File: src/rtl/haar_dwt_pkg.sv
// Shared types and helpers for the multi-level Haar DWT stream engine.
// Holds the FSM encoding, default scaling constants and the saturation/level-clamp functions.
package haar_dwt_pkg;

   typedef enum logic [1:0] {
      IDLE    = 2'd0,
      LOAD    = 2'd1,
      COMPUTE = 2'd2,
      DRAIN   = 2'd3
   } state_t;

   localparam int COEF_Q8        = 181;
   localparam int FRAC_BITS      = 8;
   localparam int DEF_DATA_W     = 16;
   localparam int DEF_N          = 8;
   localparam int DEF_MAX_LEVELS = 3;

   // Working width for saturation; comfortably wider than any product-sum used here.
   localparam int SAT_W = 48;

   function automatic logic signed [SAT_W-1:0] sat_clamp(input logic signed [SAT_W-1:0] v,
                                                         input int w);
      logic signed [SAT_W-1:0] hi;
      logic signed [SAT_W-1:0] lo;
      hi = (SAT_W'(1) <<< (w - 1)) - SAT_W'(1);
      lo = -hi - SAT_W'(1);
      if (v > hi) return hi;
      if (v < lo) return lo;
      return v;
   endfunction

   function automatic int clamp_levels(input int req, input int max_l);
      if (req == 0) return 1;
      if (req > max_l) return max_l;
      return req;
   endfunction

endpackage

File: src/rtl/haar_dwt_multilevel_stream_core.sv
// Combinational Haar butterfly: scales a pair by 1/sqrt(2) in fixed point,
// floors the sum/difference and saturates both to the coefficient width.
module haar_pair_sat_core
   import haar_dwt_pkg::*;
#(
   parameter int DATA_W = DEF_DATA_W,
   parameter int COEF   = COEF_Q8,
   parameter int FRAC   = FRAC_BITS
) (
   input  logic signed [DATA_W-1:0] i_x0,
   input  logic signed [DATA_W-1:0] i_x1,
   output logic signed [DATA_W-1:0] o_ca,
   output logic signed [DATA_W-1:0] o_cd,
   output logic                     o_sat
);

   localparam int PW = DATA_W + 10;
   localparam logic signed [PW-1:0] C = PW'(COEF);

   logic signed [PW-1:0]    w_p0, w_p1, w_s, w_d, w_s_sh, w_d_sh;
   logic signed [SAT_W-1:0] w_s_wide, w_d_wide, w_s_cl, w_d_cl;

   assign w_p0   = PW'(i_x0) * C;
   assign w_p1   = PW'(i_x1) * C;
   assign w_s    = w_p0 + w_p1;
   assign w_d    = w_p0 - w_p1;
   assign w_s_sh = w_s >>> FRAC;
   assign w_d_sh = w_d >>> FRAC;

   assign w_s_wide = SAT_W'(w_s_sh);
   assign w_d_wide = SAT_W'(w_d_sh);
   assign w_s_cl   = sat_clamp(w_s_wide, DATA_W);
   assign w_d_cl   = sat_clamp(w_d_wide, DATA_W);

   assign o_ca  = w_s_cl[DATA_W-1:0];
   assign o_cd  = w_d_cl[DATA_W-1:0];
   assign o_sat = (w_s_cl != w_s_wide) || (w_d_cl != w_d_wide);

endmodule

File: src/rtl/haar_dwt_multilevel_stream.sv
// Streaming multi-level 1-D Haar DWT: buffers a frame, decomposes it in place
// one pair per cycle, then streams coefficients out in Mallat order.
//
// state   | meaning
// IDLE    | post-reset, moves to LOAD next cycle
// LOAD    | accepting N input samples (in_ready=1)
// COMPUTE | one butterfly per cycle over levels 1..L
// DRAIN   | streaming N coefficients with backpressure
module haar_dwt_multilevel_stream
   import haar_dwt_pkg::*;
#(
   parameter int DATA_W     = DEF_DATA_W,
   parameter int N          = DEF_N,
   parameter int MAX_LEVELS = DEF_MAX_LEVELS,
   parameter int COEF       = COEF_Q8,
   parameter int FRAC       = FRAC_BITS
) (
   input  logic                          clk,
   input  logic                          rst_n,
   input  logic [$clog2(MAX_LEVELS):0]   cfg_levels,
   input  logic                          in_valid,
   output logic                          in_ready,
   input  logic signed [DATA_W-1:0]      in_data,
   output logic                          out_valid,
   input  logic                          out_ready,
   output logic signed [DATA_W-1:0]      out_data,
   output logic                          out_detail,
   output logic                          out_last,
   output logic                          busy,
   output logic                          sat_flag
);

   localparam int CFG_W = $clog2(MAX_LEVELS) + 1;
   localparam int IDX_W = $clog2(N);

   state_t r_state, w_state_nxt;

   logic [IDX_W-1:0] r_wr_idx, r_k;
   logic [IDX_W:0]   r_len, r_out_idx;
   logic [CFG_W-1:0] r_levels, r_lvl;

   logic signed [DATA_W-1:0] r_buf [N];
   logic signed [DATA_W-1:0] r_det [N];

   logic                     r_out_valid, r_out_detail, r_out_last, r_sat;
   logic signed [DATA_W-1:0] r_out_data;

   logic                     w_in_fire, w_pair_last, w_lvl_last, w_compute_done;
   logic                     w_out_hs, w_drain_done, w_load_beat, w_is_det, w_sat;
   logic [IDX_W-1:0]         w_half, w_i0, w_i1, w_det_idx, w_rd_idx;
   logic [IDX_W:0]           w_n_appr;
   logic [CFG_W-1:0]         w_cfg_cl;
   logic signed [DATA_W-1:0] w_ca, w_cd;

   assign w_in_fire      = in_valid && (r_state == LOAD);
   assign w_half         = r_len[IDX_W:1];
   assign w_pair_last    = (r_k == w_half - IDX_W'(1));
   assign w_lvl_last     = (r_lvl == r_levels);
   assign w_compute_done = (r_state == COMPUTE) && w_pair_last && w_lvl_last;
   // Reads at 2k/2k+1 never trail the write at k, so the in-place update is safe.
   assign w_i0           = IDX_W'({r_k, 1'b0});
   assign w_i1           = w_i0 | IDX_W'(1);
   assign w_det_idx      = w_half + r_k;
   assign w_cfg_cl       = CFG_W'(clamp_levels(int'(cfg_levels), MAX_LEVELS));

   assign w_out_hs     = r_out_valid && out_ready;
   assign w_drain_done = (r_state == DRAIN) && w_out_hs && r_out_last;
   assign w_load_beat  = (r_state == DRAIN) && (!r_out_valid || out_ready)
                         && (r_out_idx < (IDX_W+1)'(N));
   assign w_rd_idx     = r_out_idx[IDX_W-1:0];
   assign w_n_appr     = (IDX_W+1)'(N) >> r_levels;
   assign w_is_det     = (r_out_idx >= w_n_appr);

   haar_pair_sat_core #(
      .DATA_W (DATA_W),
      .COEF   (COEF),
      .FRAC   (FRAC)
   ) u_core (
      .i_x0  (r_buf[w_i0]),
      .i_x1  (r_buf[w_i1]),
      .o_ca  (w_ca),
      .o_cd  (w_cd),
      .o_sat (w_sat)
   );

   always_ff @(posedge clk or negedge rst_n) begin
      if (!rst_n) r_state <= IDLE;
      else        r_state <= w_state_nxt;
   end

   always_comb begin
      w_state_nxt = r_state;
      in_ready    = 1'b0;
      busy        = 1'b0;
      case (r_state)
         IDLE:    w_state_nxt = LOAD;
         LOAD: begin
            in_ready = 1'b1;
            if (w_in_fire && (r_wr_idx == IDX_W'(N - 1))) w_state_nxt = COMPUTE;
         end
         COMPUTE: begin
            busy = 1'b1;
            if (w_compute_done) w_state_nxt = DRAIN;
         end
         DRAIN: begin
            busy = 1'b1;
            if (w_drain_done) w_state_nxt = LOAD;
         end
         default: w_state_nxt = IDLE;
      endcase
   end

   always_ff @(posedge clk or negedge rst_n) begin
      if (!rst_n) begin
         r_wr_idx     <= '0;
         r_k          <= '0;
         r_len        <= '0;
         r_lvl        <= '0;
         r_levels     <= '0;
         r_out_idx    <= '0;
         r_out_valid  <= 1'b0;
         r_out_data   <= '0;
         r_out_detail <= 1'b0;
         r_out_last   <= 1'b0;
         r_sat        <= 1'b0;
      end else begin
         case (r_state)
            LOAD: begin
               if (w_in_fire) begin
                  r_wr_idx <= r_wr_idx + IDX_W'(1);
                  if (r_wr_idx == '0) begin
                     r_levels <= w_cfg_cl;
                     r_sat    <= 1'b0;
                  end
                  r_k   <= '0;
                  r_lvl <= CFG_W'(1);
                  r_len <= (IDX_W+1)'(N);
               end
            end
            COMPUTE: begin
               r_sat <= r_sat | w_sat;
               if (w_pair_last) begin
                  r_k <= '0;
                  if (w_lvl_last) begin
                     r_out_idx <= '0;
                  end else begin
                     r_lvl <= r_lvl + CFG_W'(1);
                     r_len <= r_len >> 1;
                  end
               end else begin
                  r_k <= r_k + IDX_W'(1);
               end
            end
            DRAIN: begin
               if (w_load_beat) begin
                  r_out_valid  <= 1'b1;
                  r_out_data   <= w_is_det ? r_det[w_rd_idx] : r_buf[w_rd_idx];
                  r_out_detail <= w_is_det;
                  r_out_last   <= (r_out_idx == (IDX_W+1)'(N - 1));
                  r_out_idx    <= r_out_idx + (IDX_W+1)'(1);
               end else if (w_out_hs) begin
                  r_out_valid <= 1'b0;
                  r_out_last  <= 1'b0;
               end
            end
            default: ;
         endcase
      end
   end

   always_ff @(posedge clk) begin
      if (w_in_fire) begin
         r_buf[r_wr_idx] <= in_data;
      end else if (r_state == COMPUTE) begin
         r_buf[r_k]       <= w_ca;
         r_det[w_det_idx] <= w_cd;
      end
   end

   assign out_valid  = r_out_valid;
   assign out_data   = r_out_data;
   assign out_detail = r_out_detail;
   assign out_last   = r_out_last;
   assign sat_flag   = r_sat;

endmodule

File: config.mk
export PLATFORM = sky130hd
export DESIGN_NAME = haar_dwt_multilevel_stream
export DESIGN_NICKNAME = d
export VERILOG_FILES = /design/src/rtl/haar_dwt_pkg.sv /design/src/rtl/haar_dwt_multilevel_stream_core.sv /design/src/rtl/haar_dwt_multilevel_stream.sv
export SDC_FILE = /design/constraint.sdc
export NUM_CORES = 1
export LEC_CHECK = 0
export BUFFER_PORTS_ARGS = -buffer_cell sky130_fd_sc_hd__clkbuf_2
export CORE_MARGIN = 2
export CORE_UTILIZATION = 64
export CTS_BUF_LIST = sky130_fd_sc_hd__clkbuf_4
export DETAILED_ROUTE_END_ITERATION = 7
export PLACE_DENSITY = 0.81
export SYNTH_ARGS = -nofsm -noshare
export SYNTH_HDL_FRONTEND = slang
export SYNTH_SLANG_ARGS = --single-unit
File: constraint.sdc
create_clock -name clk -period 9.7 [get_ports clk]
set_input_delay 0.485 -clock clk [delete_from_list [all_inputs] [get_ports clk]]
set_output_delay 0.485 -clock clk [all_outputs]
set_load 0.1 [all_outputs]
==> results.toml <==
[timing]
fin_skew_ns = 0.0376
max_slew_margin = 0.321
clock.fmax_mhz = 109
worst_pin_slew_ns = 1.01
setup_viol = 0
slew_viol_final = 0
fin_crit_sh = 0.944
final-hold-violation-count = 0
min_period_ns = 9.16

[die]
die_x_um = 186
dieArea_mm2 = 0.0345
dieHeight_um = 186
start_util = 0.650
fp.coreArea_mm2 = 0.0325
ioPinCount = 45
rows = 66

[worst_setup_path]
worstSetupPathType = "reg2reg"
end_kind = "flip-flop"
critPathLaunchType = "flip-flop"
arrival_ns = 9.75
slowest_stage = "mux4_2"
slowest_delay_ns = 0.60
rr_startpoint = "r_k[0]"
path_max_fanout = 16
cp-startpoint = "r_k[0]"
required_ns = 10.30

[logic_synthesis]
async_flop_share = 0.138
avgSynthCellArea_um2 = 12.6
netlist_instances = 1681
ys_ff_latch = 297
synth_area_leaders = "edfxtp_1 36%, mux4_2 13%, ha_1 13%"
yosysSeqAreaShare = 0.412
yosys_warnings = 0
yosysTopAreaCellShare = 0.363
synth_area_leader_cell = "edfxtp_1"
yosysUniqueCellTypes = 87
syn_area_mm2 = 0.0212
synth-edff-count = 256
synth_top_flop_cell = "edfxtp_1"
synth_fp_nets = 1999

[grt]
grt_pass1_vias = 14677
grt_first_pass_wirelength_um = 81800
antenna_found_initial = 0
grt_usage = 0.319
grt_overflow = 0
grt_max_degree = 55

[place]
gp_congestion = 0.926
hpwl_um = 38700
dp.cells = 2164
io_buffer_count = 44

[cts]
clk_path_buf_depth = 3
cts_sinks = 297
cts_tree = "built"
cts_max_level = 3
path_clk_slew_ns = 0.07
cts_inserted_buffers = 71
cts_root_buf = "clkbuf_4"
clkLatencyLatePin_ns = 0.70

[final_layout]
fill_cells = 2229
layout_common_cells = "283 x inv_1, 256 x edfxtp_1, 208 x ha_1, 124 x mux4_2, 114 x clkbuf_4"
area_growth_pct = 10.1
mostFrequentLayoutCell = "inv_1"
antennaDiodeCount = 0
finalNonFillerCells = 2305
nNetsFinal = 2122
drive_gt1_frac = 0.220

[detailed_routing]
detail-route-antenna-nets = 0
routed_via_density = 6.28
post_drt_wl_per_cell_um = 22.9
drc = 0
drtIter0Drc = 1348
dr.pass1.iters = 5
wirelength_um = 52800
vias = 14486

[flow_run]
cap_violations = 0

[status]
status = "finished, final reports clean"

[worst_hold_path]
hold_path_class = "in2reg"
hold_start = "cfg_levels[1]"
-- cell usage after synthesis, types with 3 or more instances --
| master | instances |
|---|---|
| and3_1 | 9 |
| and2_1 | 6 |
| inv_1 | 283 |
| nand2_1 | 55 |
| o21a_1 | 27 |
| or3_1 | 8 |
| nor4bb_1 | 3 |
| o21ai_0 | 70 |
| a21o_1 | 7 |
| xnor2_1 | 50 |
| nor2b_1 | 18 |
| or2_2 | 4 |
| nor2_1 | 91 |
| nor3_1 | 25 |
| nor4_1 | 7 |
| nand3_1 | 14 |
| or4_1 | 3 |
| xor2_1 | 17 |
| a21oi_1 | 43 |
| a21boi_1 | 3 |
| o21bai_1 | 7 |
| mux2i_1 | 3 |
| clkbuf_1 | 39 |
| a211oi_1 | 10 |
| nor3b_1 | 9 |
| nand2b_1 | 7 |
| nand4b_1 | 3 |
| o31a_1 | 7 |
| fa_1 | 83 |
| dfrtp_1 | 41 |
| ha_1 | 212 |
| mux2_2 | 18 |
| nand4_1 | 8 |
| buf_1 | 14 |
| edfxtp_1 | 256 |
| a21boi_0 | 4 |
| a31oi_1 | 10 |
| o211ai_1 | 22 |
| mux4_2 | 124 |
-- state kept, by name, summed over array words and instances, names as in the netlist, 3 cells and up --
register / flops
r_buf: 128
r_det: 128
out_data: 16
r_out_idx: 4
r_k: 3
r_len: 3
r_levels: 3
r_lvl: 3
r_wr_idx: 3
-- layout make-up --
class / instances / area [um2] / share of cell area
multi-input combinational: 1042 / 11200 / 0.481
sequential: 297 / 8730 / 0.375
tap: 442 / 553 / 0.0237
clock buffer: 114 / 856 / 0.0367
clock inverter: 18 / 173 / 0.00741
timing repair buffer: 106 / 701 / 0.0301
inverter: 286 / 1070 / 0.0461
-- worst paths after layout --
path,slack (ns),cells after the start,end
max in group asynchronous,8.79,3,r_out_idx[0]
min reg2reg,0.51,1,out_data[0]
min,0.08,3,r_levels[1]
max,0.54,36,sat_flag
max reg2reg,0.54,36,sat_flag
min in group asynchronous,0.44,3,r_k[0]
-- logic make-up after synthesis --
family | Yosys count | share of synthesized area
compound gates | 252 | 0.0842
buf+inv | 342 | 0.0614
fa+ha+maj | 295 | 0.204
simple gates | 282 | 0.0672
mux | 145 | 0.143
xor+xnor | 68 | 0.0285
flops | 297 | 0.412
-- metrics by stage --
| step | cell area, um2 | setup slack, ns | hold WS (ns) | util | setup TNS [ns] |
|---|---|---|---|---|---|
| 6_report | 23300 | 0.543 | 0.0814 | 0.716 | 0 |
| 3_5_place_dp | 22200 | 0.324 | 0.496 | 0.681 | 0 |
| 3_3_place_gp | 22200 | 0.519 | 0.490 | 0.681 | 0 |
| 2_1_floorplan | 21200 | 0.915 | 0.189 | - | 0 |
| 5_1_grt | 23300 | -0.00675 | 0.0654 | 0.716 | -0.00675 |
| 4_1_cts | 23200 | 0.219 | 0.0382 | 0.713 | 0 |
-- per-layer routing --
metal / routed length (um) / up-vias / track usage
met5: 0 / - / 0
met1: 20100 / 7178 / 0.417
met2: 26100 / 762 / 0.527
li1: - / 6387 / -
met4: 2310 / 0 / 0.138
met3: 4210 / 159 / 0.0599
-- worst max-delay path, delay by kind of cell, from the launching register on --
kind / cells / cell delay (ns)
AND/OR/NAND/NOR: 6 / 1.09
flip-flops: 1 / 0.50
XOR/XNOR: 2 / 0.32
multiplexers: 1 / 0.60
buffers and inverters: 4 / 0.51
AO/OA/AOI/OAI: 16 / 3.24
adder cells (fa/ha/maj): 7 / 2.77
-- what timing repair did --
| action | 4_1_cts | 5_1_grt |
|---|---|---|
| buffers inserted | 0 | 8 |
| hold buffers | 1 | 0 |
| gates resized for setup | 0 | 10 |
| hold endpoints to repair | 41 | 0 |
| endpoints found under the setup margin | 0 | 135 |
Power is left out: the tool's default activity adds up to more than one toggle a clock period on the data nets, which glitch-free logic cannot reach.
